$ cat config.mk
export PLATFORM = sky130hd
export DESIGN_NAME = snoop_req_queue_flat
export DESIGN_NICKNAME = d
export VERILOG_FILES = /design/src/rtl/snoop_req_queue_if.sv /design/src/rtl/snoop_req_queue.sv /design/src/flat_wrapper.sv
export SDC_FILE = /design/constraint.sdc
export NUM_CORES = 1
export LEC_CHECK = 0
export CAP_MARGIN = 15
export CORE_MARGIN = 2
export CORE_UTILIZATION = 50
export DETAILED_ROUTE_END_ITERATION = 16
export PLACE_DENSITY = 0.8
export SLEW_MARGIN = 0
export SYNTH_ARGS = -nofsm -noshare
export SYNTH_HDL_FRONTEND = slang
export SYNTH_SLANG_ARGS = --single-unit
$ cat constraint.sdc
create_clock -name clk -period 6.7 [get_ports clk]
set_input_delay 1.005 -clock clk [delete_from_list [all_inputs] [get_ports clk]]
set_output_delay 1.005 -clock clk [all_outputs]
set_load 0.02 [all_outputs]
$ cat src/rtl/snoop_req_queue_if.sv
// Snoop request ingress/issue bundle: interconnect push side plus snoop-unit issue side.
// The slave modport is the queue; the master modport is the surrounding fabric/bench.
interface snoop_req_queue_if #(
  parameter int unsigned PADDR_W = 20,
  parameter int unsigned TYPE_W  = 4,
  parameter int unsigned REQ_W   = 18
);
  logic               snp_valid_i;
  logic               snp_ready_o;
  logic [PADDR_W-1:0] snp_addr_i;
  logic [TYPE_W-1:0]  snp_type_i;
  logic [REQ_W-1:0]   sn_req_o;
  logic               sn_req_hsk_o;
  logic               sn_empty_i;

  modport slave (
    input  snp_valid_i, snp_addr_i, snp_type_i, sn_empty_i,
    output snp_ready_o, sn_req_o, sn_req_hsk_o
  );

  modport master (
    output snp_valid_i, snp_addr_i, snp_type_i, sn_empty_i,
    input  snp_ready_o, sn_req_o, sn_req_hsk_o
  );
endinterface

$ cat src/rtl/snoop_req_queue.sv
// In-order snoop request FIFO feeding the L1D snoop unit one request at a time.
// Optional same-cycle issue into an idle empty queue: define SNOOP_REQ_Q_BYPASS_EN.
module snoop_req_queue #(
  parameter int unsigned DEPTH    = 4,
  parameter int unsigned PADDR_W  = 20,
  parameter int unsigned OFFSET_W = 6,
  parameter int unsigned TYPE_W   = 4
) (
  input  logic                     clk,
  input  logic                     rstn,
  snoop_req_queue_if.slave         bus,
  output logic [$clog2(DEPTH):0]   q_count_o,
  output logic                     busy_o,
  output logic                     err_illegal_o
);

  localparam int unsigned LINE_W = PADDR_W - OFFSET_W;
  localparam int unsigned REQ_W  = LINE_W + TYPE_W;
  localparam int unsigned PTR_W  = $clog2(DEPTH);
  localparam int unsigned CNT_W  = PTR_W + 1;

  localparam logic [TYPE_W-1:0] TYPE_A = TYPE_W'(8);
  localparam logic [TYPE_W-1:0] TYPE_B = TYPE_W'(9);
  localparam logic [TYPE_W-1:0] TYPE_C = TYPE_W'(11);

  typedef enum logic [1:0] {
    S_IDLE      = 2'd0,
    S_WAIT_BUSY = 2'd1,
    S_WAIT_DONE = 2'd2
  } state_e;

  state_e             state_q, state_d;
  logic [REQ_W-1:0]   mem_q [DEPTH];
  logic [PTR_W-1:0]   wr_ptr_q, wr_ptr_d;
  logic [PTR_W-1:0]   rd_ptr_q, rd_ptr_d;
  logic [CNT_W-1:0]   count_q, count_d;
  logic               err_q;
  logic               busy_q;
  logic               ready_q;

  logic               type_legal_c;
  logic               push_req_c;
  logic               push_legal_c;
  logic               write_c;
  logic               pop_c;
  logic               hsk_c;
  logic               byp_c;
  logic [REQ_W-1:0]   payload_c;
  logic               unused_offset_c;

  // Line offset bits never reach the snoop unit.
  assign unused_offset_c = ^bus.snp_addr_i[OFFSET_W-1:0];

  assign type_legal_c = (bus.snp_type_i == TYPE_A) ||
                        (bus.snp_type_i == TYPE_B) ||
                        (bus.snp_type_i == TYPE_C);
  assign push_req_c   = bus.snp_valid_i & ready_q;
  assign push_legal_c = push_req_c & type_legal_c;
  assign payload_c    = {bus.snp_addr_i[PADDR_W-1:OFFSET_W], bus.snp_type_i};
  assign write_c      = push_legal_c & ~byp_c;

  // Issue FSM: one request in flight, wait out the stale sn_empty cycle.
  always_comb begin
    state_d = state_q;
    hsk_c   = 1'b0;
    pop_c   = 1'b0;
    byp_c   = 1'b0;
    unique case (state_q)
      S_IDLE: begin
        if ((count_q != CNT_W'(0)) && bus.sn_empty_i) begin
          hsk_c   = 1'b1;
          pop_c   = 1'b1;
          state_d = S_WAIT_BUSY;
        end
`ifdef SNOOP_REQ_Q_BYPASS_EN
        else if (push_legal_c && bus.sn_empty_i) begin
          byp_c   = 1'b1;
          hsk_c   = 1'b1;
          state_d = S_WAIT_BUSY;
        end
`endif
      end
      S_WAIT_BUSY: state_d = S_WAIT_DONE;
      S_WAIT_DONE: begin
        if (bus.sn_empty_i) begin
          state_d = S_IDLE;
        end
      end
      default: state_d = S_IDLE;
    endcase
  end

  // Pointer and occupancy update; pointers wrap naturally at DEPTH.
  always_comb begin
    wr_ptr_d = wr_ptr_q;
    rd_ptr_d = rd_ptr_q;
    count_d  = count_q;
    if (write_c) begin
      wr_ptr_d = wr_ptr_q + PTR_W'(1);
    end
    if (pop_c) begin
      rd_ptr_d = rd_ptr_q + PTR_W'(1);
    end
    if (write_c && !pop_c) begin
      count_d = count_q + CNT_W'(1);
    end else if (!write_c && pop_c) begin
      count_d = count_q - CNT_W'(1);
    end
  end

  always_ff @(posedge clk or posedge rstn) begin
    if (rstn) begin
      state_q  <= S_IDLE;
      wr_ptr_q <= '0;
      rd_ptr_q <= '0;
      count_q  <= '0;
      err_q    <= 1'b0;
      busy_q   <= 1'b0;
      ready_q  <= 1'b1;
    end else begin
      state_q  <= state_d;
      wr_ptr_q <= wr_ptr_d;
      rd_ptr_q <= rd_ptr_d;
      count_q  <= count_d;
      err_q    <= push_req_c & ~type_legal_c;
      busy_q   <= (state_d != S_IDLE);
      ready_q  <= (count_d != CNT_W'(DEPTH));
    end
  end

  // Storage is cleared on reset so the head reads zero after reset.
  always_ff @(posedge clk or posedge rstn) begin
    if (rstn) begin
      for (int i = 0; i < int'(DEPTH); i++) begin
        mem_q[i] <= '0;
      end
    end else if (write_c) begin
      mem_q[wr_ptr_q] <= payload_c;
    end
  end

  assign bus.snp_ready_o  = ready_q;
  assign bus.sn_req_hsk_o = hsk_c;
  assign bus.sn_req_o     = byp_c ? payload_c : mem_q[rd_ptr_q];
  assign q_count_o        = count_q;
  assign busy_o           = busy_q;
  assign err_illegal_o    = err_q;

endmodule

$ cat src/flat_wrapper.sv
// flat-port wrapper written by rule: the top's interface ports become plain ports
module snoop_req_queue_flat 
#(
  parameter int unsigned DEPTH    = 4,
  parameter int unsigned PADDR_W  = 20,
  parameter int unsigned OFFSET_W = 6,
  parameter int unsigned TYPE_W   = 4
)
  (clk, rstn, q_count_o, busy_o, err_illegal_o, bus_snp_valid_i, bus_snp_addr_i, bus_snp_type_i, bus_sn_empty_i, bus_snp_ready_o, bus_sn_req_o, bus_sn_req_hsk_o);
  snoop_req_queue_if #(.PADDR_W(PADDR_W), .TYPE_W(TYPE_W), .REQ_W((18))) bus_i ();
  input  logic clk;
  input  logic rstn;
  output logic [$clog2(DEPTH):0] q_count_o;
  output logic busy_o;
  output logic err_illegal_o;
  input wire logic [$bits(bus_i.snp_valid_i)-1:0] bus_snp_valid_i;
  input wire logic [$bits(bus_i.snp_addr_i)-1:0] bus_snp_addr_i;
  input wire logic [$bits(bus_i.snp_type_i)-1:0] bus_snp_type_i;
  input wire logic [$bits(bus_i.sn_empty_i)-1:0] bus_sn_empty_i;
  output wire logic [$bits(bus_i.snp_ready_o)-1:0] bus_snp_ready_o;
  output wire logic [$bits(bus_i.sn_req_o)-1:0] bus_sn_req_o;
  output wire logic [$bits(bus_i.sn_req_hsk_o)-1:0] bus_sn_req_hsk_o;
  assign bus_i.snp_valid_i = bus_snp_valid_i;
  assign bus_i.snp_addr_i = bus_snp_addr_i;
  assign bus_i.snp_type_i = bus_snp_type_i;
  assign bus_i.sn_empty_i = bus_sn_empty_i;
  assign bus_snp_ready_o = bus_i.snp_ready_o;
  assign bus_sn_req_o = bus_i.sn_req_o;
  assign bus_sn_req_hsk_o = bus_i.sn_req_hsk_o;
  snoop_req_queue #(.DEPTH(DEPTH), .PADDR_W(PADDR_W), .OFFSET_W(OFFSET_W), .TYPE_W(TYPE_W)) u_core (.clk(clk), .rstn(rstn), .bus(bus_i), .q_count_o(q_count_o), .busy_o(busy_o), .err_illegal_o(err_illegal_o));
endmodule
; Word level (Yosys, flattened, before mapping)
; Cells that the tools add are included.
[totals]
inputBits = 28
wordCells = 54
output_inout_bits = 25
regBits = 84
[classes]
n_lt_le_gt_ge = 3
eq_ne = 6
mux = 13
n_bitwise = 6
n_addsub = 4
reduce_logical = 11
[op_table]
columns = operator, count
row1 = 72-bit bitwise mux, 1
row2 = 18-bit two-way mux, 3
row3 = 18-bit binary-select mux with 2-bit select, 1
row4 = 18-bit demux with 2-bit select, 1
row5 = "4-bit equality test, second input constant", 3
row6 = "3-bit greater-or-equal comparator, second input constant", 2
row7 = 3-bit two-way mux, 2
row8 = 2-bit inverter with 3-bit output, 2
row9 = 2-bit one-hot mux with 3 select lines, 1
row10 = "2-bit by 1-bit adder with 2-bit output, second input constant", 2
row11 = 1-bit logical AND, 4
row12 = 2-bit two-way mux, 2
row13 = "3-bit by 1-bit adder with 3-bit output, second input constant", 1
row14 = 1-bit AND, 3
row15 = "3-bit by 1-bit < comparator with 1-bit output, second input constant", 1
row16 = "3-bit inequality test, second input constant", 1
row17 = 3-bit nonzero test, 1
row18 = "3-bit by 1-bit subtractor with 3-bit output, second input constant", 1
row19 = "2-bit by 1-bit equality test with 1-bit output, second input constant", 1
row20 = "2-bit equality test, second input constant", 1
row21 = 1-bit logical NOT, 2
row22 = 2-bit logical NOT, 1
row23 = 1-bit logical OR, 2
row24 = 1-bit two-way mux, 2
row25 = other kinds (2), 2

; Longest topological paths before layout
; Gate-level depths: netlist of the first run.
[depth]
word_depth = 9
mapped_depth = 8
ltp_nobuf = 8

; Worst setup path before layout of the first run
; Ideal clock, no wire load.
[synth_timing]
path_type = in2out
from = input port bus_sn_empty_i
to = output port bus_sn_req_hsk_o
arrival_time_ns = 1.417
setup_slack_ns = 4.278
n_path_buf = 0
stages = 2
required_time_ns = 5.695
cell_sequence = nand3_2 > inv_1
[synth_via]
elab_chain_len = 3
[synth_lines]
columns = element, line_no
row1 = start: declaration, flat_wrapper.sv:19  ; input wire logic [$bits(bus_i.sn_empty_i)-1:0] bus_sn_empty_i;
row2 = 1-bit logical AND, snoop_req_queue.sv:70  ; if ((count_q != CNT_W'(0)) && bus.sn_empty_i) begin
row3 = 1-bit two-way mux, snoop_req_queue.sv:70
row4 = 1-bit two-way mux, snoop_req_queue.sv:68  ; unique case (state_q)
row5 = end: declaration, flat_wrapper.sv:22  ; output wire logic [$bits(bus_i.sn_req_hsk_o)-1:0] bus_sn_req_hsk_o;
; Every way passes these cells.

; Worst setup path after layout of the first run
; Ends and elaborated chain as after synthesis.

==> impl_metrics.py, run 1 <==
metrics = {
    "clocking": {
        "cts-root-buf": "clkbuf_8",
        "cts_hold_buf": 0,
        "clk_path_buf_depth": 2,
        "cts_made_buffers": 9,
        "clk_pin_slew_ns": 0.08,
        "h-tree-depth": 3,
        "cts_resized": 0,
        "cts_sinks": 84,
        "cts_tree": "yes",
        "insertion_delay_ns": 0.35,
        "post-cts-setup-buffers": 0,
    },
    "floorplan": {
        "std_cell_rows": 31,
        "dieArea_mm2": 0.00838,
        "die_x_um": 91.5,
        "io_pins": 53,
        "dieHeight_um": 91.5,
        "start_util_pct": 52.3,
        "design.core.area_mm2": 0.00733,
    },
    "placed_design": {
        "port_buffers": 46,
        "place_area_mm2": 0.00435,
        "routabilityCongestion": 0.746,
        "dp_hpwl_um": 4160,
    },
    "critical_path": {
        "worst-path-max-fanout": 8,
        "required_ns": 5.69,
        "rr_worst_depth": 4,
        "slowest_delay_ns": 0.64,
        "crit_type": "in2out",
        "startpoint_type": "input pin",
        "crit_chain": "clkdlybuf4s50_1, nand3_2, inv_1, clkdlybuf4s50_1",
        "cp_slowest_cell": "clkdlybuf4s50_1",
        "crit_top_cell": "clkdlybuf4s50_1",
        "endpoint_kind": "primary output",
        "arrival_ns": 2.53,
    },
    "status": {
        "status": "complete, no violations",
    },
    "detailed_routing": {
        "firstDrtPassIters": 4,
        "drc": 0,
        "first_iter_violations": 91,
        "wl_um": 6660,
        "vias": 2061,
        "wire_per_inst_um": 17.3,
        "ant_nets": 0,
        "viasPerCell": 5.35,
    },
    "power_and_ir_drop": {
        "cellLeakagePower_nw": 2.05,
        "p_per_area_mw_per_mm2": 494,
        "vdd_ir_drop_max_v": 0.000262,
        "power_mw": 2.26,
    },
    "sta": {
        "fmax_mhz": 283,
        "final_max_slew_viol_count": 0,
        "setup_tns_ns": 0,
        "tightest_slew_ns": 1.07,
        "setup_violations": 0,
        "finClkSkew_ns": 0.00847,
        "slew-limit-headroom_pct": 28.4,
        "hold_viol": 0,
        "fin_crit_sh_pct": 52.8,
        "whs_ns": 0.471,
        "period_minus_slack_ns": 3.54,
        "rsz0062_at_grt": "false",
    },
    "layout": {
        "area_delta_synth_final_pct": 19.3,
        "fin_area_mm2": 0.00457,
        "finalNetCount": 316,
        "insertedDiodeCount": 0,
        "seqCellArea_mm2": 0.00210,
        "drive_gt1_share_pct": 38.1,
        "fillers": 533,
        "multi_input_area_mm2": 0.00162,
    },
    "synth": {
        "synth_ff_type": "dfrtp_1",
        "yosys.area.top_type_share_pct": 54.2,
        "syn_area_mm2": 0.00383,
        "synth_edf_count": 0,
        "async_reset_ff_share_pct": 100,
        "synth_area_leaders": "dfrtp_1 (54%), mux2_2 (16%), mux4_2 (11%), mux2_4 (4.7%), ha_1 (2.3%)",
        "yosys_warnings": 0,
        "yosys.area.top_type": "dfrtp_1",
        "syn-instance-count": 231,
        "synth_cell_types": 32,
        "syn-num-nets": 266,
        "synth-seq-cells": 84,
        "yosysSeqAreaShare_pct": 54.9,
        "syn_area_per_cell_um2": 16.6,
    },
    "worst_hold_path": {
        "min_path_type": "reg2reg",
        "holdPathStages": 1,
    },
    "global_routing": {
        "grt_antenna_before_repair": 0,
        "grt_overflow": 0,
        "grt_max_degree": 85,
        "grt.total_usage_pct": 17.6,
        "grt_pass1_vias": 2331,
        "grt_first_pass_wirelength_um": 11300,
    },
    "run": {
        "maxCapViolations": 0,
    },
}
## cell families (layout without fill, tap and decap cells)
group / count (synthesis) / in the layout / synth area share (%)
mux: 84 / 84 / 31.1
flops: 84 / 84 / 54.9
simple gates: 27 / 27 / 5.81
buf+inv: 16 / 71 / 2.87
fa+ha+maj: 8 / 8 / 2.55
compound gates: 6 / 6 / 0.882
xor+xnor: 6 / 6 / 1.86
## per-layer routing
metal | track usage, % | share of wire [%]
met5 | 0 | 0
met4 | 5.56 | 1.2
met3 | 5.31 | 3.2
met2 | 29.8 | 52
met1 | 21.7 | 43
## worst max-delay path, delay by kind of cell
kind                   cells  cell delay, ns
buffers and inverters      3            1.36
and+or+nand+nor            1            0.17
## registers in the layout (all words and copies together) (netlist names)
signal / cells
u_core.bus.snp_ready_o: 1
u_core.busy_o: 1
u_core.err_illegal_o: 1
u_core.mem_q: 72
u_core.q_count_o: 3
u_core.rd_ptr_q: 2
u_core.state_q: 2
u_core.wr_ptr_q: 2
## placed cells by master (no fill, tap or decap), types with 4 or more instances in the layout
master / instances
and2_1: 4
clkbuf_8: 10
clkdlybuf4s50_1: 46
dfrtp_1: 83
ha_1: 7
inv_1: 6
mux2_2: 53
mux2_4: 12
mux4_2: 18
nand2b_1: 8
xnor2_1: 4
## stage by stage
stage / utilization (%) / std cells / setup slack, ns
final: 62.4 / 385 / 3.16
after floorplan: - / 231 / 3.53
after global placement: 59.4 / 369 / 3.14
after global routing: 62.4 / 385 / 3.04
after CTS: 62.4 / 385 / 3.13
after detailed placement: 59.4 / 369 / 3.15
## synthesized netlist by cell type (all sizes together) (2+ instances only)
cell type,instances
mux2,65
nor2b,2
a21oi,2
and2,4
nor2,2
nand2b,8
o21ai,2
inv,7
ha,7
dfrtp,83
nand2,7
buf,9
xnor2,5
mux4,18
## area by class of cell
type / count / area share, %
inverter: 7 / 0.602
timing repair buffer: 48 / 10.4
clock inverter: 4 / 1.59
sequential: 84 / 46.0
tap: 99 / 2.71
multi-input combinational: 131 / 35.5
clock buffer: 12 / 3.17
## power by group
| group | total [mW] | switching, mW | internal (mW) |
|---|---|---|---|
| sequential | 0.897 | 0.158 | 0.739 |
| combinational | 0.969 | 0.386 | 0.583 |
| clock | 0.392 | 0.172 | 0.220 |
| total | 2.26 | 0.716 | 1.54 |
## worst paths after layout
| path | from | endpoint | slack [ns] |
|---|---|---|---|
| worst max-delay path | bus_sn_empty_i | bus_sn_req_hsk_o | 3.16 |
| worst min-delay path | u_core.mem_q[39]$_DFFE_PP0P_ | u_core.mem_q[39]$_DFFE_PP0P_ | 0.47 |
| worst max register to register | u_core.bus.snp_ready_o$_DFF_PP1_ | u_core.mem_q[31]$_DFFE_PP0P_ | 4.25 |
| worst min register to register | u_core.mem_q[39]$_DFFE_PP0P_ | u_core.mem_q[39]$_DFFE_PP0P_ | 0.47 |
| max in group asynchronous | rstn | u_core.mem_q[51]$_DFFE_PP0P_ | 4.73 |
| min in group asynchronous | rstn | u_core.mem_q[24]$_DFFE_PP0P_ | 1.28 |
Power figures use the tool's default switching activity.
==> run 2, diff against run 1 <==
==> constraint.sdc (replaced) <==
create_clock -name clk -period 3.4 [get_ports clk]
set_input_delay 0.51 -clock clk [delete_from_list [all_inputs] [get_ports clk]]
set_output_delay 0.51 -clock clk [all_outputs]
set_load 0.02 [all_outputs]
==> impl_metrics.py, run 2 (synthesis results as in run 1) <==
metrics = {
    "detailed_routing": {
        "wire_per_inst_um": 16.9,
        "drt-met1-wl_um": 2960,
        "vias": 2040,
        "highest_layer": "met4",
        "drc": 0,
        "wl_um": 6570,
        "ant_nets": 0,
        "wl_met3_um": 166,
        "viasPerCell": 5.24,
        "first_iter_violations": 42,
        "dr_wl_met2_um": 3320,
        "firstDrtPassIters": 4,
    },
    "critical_path": {
        "crit_top_cell": "inv_1",
        "arrival_ns": 2.22,
        "cp_slowest_cell": "clkdlybuf4s50_1",
        "required_ns": 2.89,
        "worst-path-max-fanout": 8,
        "slowest_delay_ns": 0.64,
        "endpoint_kind": "primary output",
        "crit_type": "reg2out",
        "crit_chain": "inv_1, ha_1, nand2b_1, nand3_2, inv_1, clkdlybuf4s50_1",
        "startpoint_type": "flip-flop",
    },
    "global_routing": {
        "grt_pass1_vias": 2212,
        "grt_first_pass_wirelength_um": 11000,
        "grt.total_usage_pct": 17.2,
        "grt_overflow": 0,
        "grt_max_degree": 40,
        "grt_antenna_before_repair": 0,
    },
    "clocking": {
        "insertion_delay_ns": 0.34,
        "cts_tree": "yes",
        "cts_hold_buf": 0,
        "cts_resized": 0,
        "post-cts-setup-buffers": 0,
        "clk_path_buf_depth": 2,
        "cts_sinks": 84,
        "h-tree-depth": 3,
        "cts-root-buf": "clkbuf_8",
        "clk_pin_slew_ns": 0.08,
        "cts_made_buffers": 9,
    },
    "layout": {
        "final_core_util_pct": 62.2,
        "area_delta_synth_final_pct": 19.1,
        "drive_gt1_share_pct": 39.3,
        "fin_area_mm2": 0.00456,
        "stdcell_count": 389,
        "final_common_cell": "dfrtp_1",
        "finalNetCount": 320,
        "final_cell_mix": "dfrtp_1 (83), mux2_2 (53), clkdlybuf4s50_1 (46), mux4_2 (18), mux2_4 (12)",
        "top_register": "u_core.mem_q",
        "largest_register_ffs": 72,
        "insertedDiodeCount": 0,
    },
    "sta": {
        "final_max_slew_viol_count": 0,
        "rsz0062_at_grt": "false",
        "slew-limit-headroom_pct": 56.3,
        "setup_tns_ns": 0,
        "whs_ns": 0.467,
        "fmax_mhz": 366,
        "setup_slack_ns": 0.668,
        "period_minus_slack_ns": 2.73,
        "hold_viol": 0,
        "setup_violations": 0,
        "fin_crit_sh_pct": 80.4,
        "tightest_slew_ns": 0.655,
        "finClkSkew_ns": 0.00726,
    },
    "run": {
        "maxCapViolations": 0,
    },
    "floorplan": {
        "std_cell_rows": 31,
        "die_x_um": 91.5,
        "start_util_pct": 52.3,
        "io_pins": 53,
        "dieHeight_um": 91.5,
        "design.core.area_mm2": 0.00733,
        "dieArea_mm2": 0.00838,
    },
    "placed_design": {
        "routabilityCongestion": 0.748,
        "place_area_mm2": 0.00438,
        "port_buffers": 46,
        "dp_hpwl_um": 4320,
        "post-place-ws_ns": 0.718,
        "dp_cells": 373,
    },
    "status": {
        "status": "complete, no violations",
    },
    "power_and_ir_drop": {
        "cellLeakagePower_nw": 2.06,
        "vdd_ir_drop_max_v": 0.000429,
        "power_mw": 4.34,
        "p_per_area_mw_per_mm2": 951,
    },
    "worst_hold_path": {
        "min_path_type": "reg2reg",
    },
}
-- run 2: cell types whose count changed in the layout (fill, tap and decap cells not counted), sizes merged --
cell,before,now
buf,2,6
clkinvlp,1,0
bufinv,2,0
clkinv,2,5
-- run 2: layer usage --
metal  global-route usage, %  vias to the layer above
met2                    27.9                       31
met1                    23.0                     1063
met5                       0                        -
met3                    2.82                       10
li1                        -                      936
met4                    7.58                        0
-- run 2: cell type report --
class                      instances  area, um^2
timing repair buffer              52         505
fill                             528        2770
tap                               99         124
sequential                        84        2100
inverter                           7        27.5
clock inverter                     4        23.8
clock buffer                      12         155
multi-input combinational        131        1620
-- run 2: worst paths after layout --
check                                                  from                                to  slack, ns  cells past startpoint
max                           u_core.q_count_o[0]$_DFF_PP0_                  bus_sn_req_hsk_o       0.67                      6
min                            u_core.mem_q[39]$_DFFE_PP0P_      u_core.mem_q[39]$_DFFE_PP0P_       0.47                      1
max reg2reg                u_core.bus.snp_ready_o$_DFF_PP1_  u_core.bus.snp_ready_o$_DFF_PP1_       1.23                      6
min reg2reg                    u_core.mem_q[39]$_DFFE_PP0P_      u_core.mem_q[39]$_DFFE_PP0P_       0.47                      1
max in group asynchronous                              rstn      u_core.mem_q[62]$_DFFE_PP0P_       2.10                      3
min in group asynchronous                              rstn    u_core.err_illegal_o$_DFF_PP0_       0.55                      2
-- run 2: power by group --
part	internal [mW]	switching [mW]
Combinational	1.16	0.841
Clock	0.303	0.338
Sequential	1.46	0.236
Total	2.93	1.42
-- run 2: critical path, delay by kind of cell (launching register included) --
family	cells	cell delay [ns]
adder cells (fa/ha/maj)	1	0.20
buffers and inverters	3	0.97
AND/OR/NAND/NOR	2	0.29
flip-flops	1	0.42
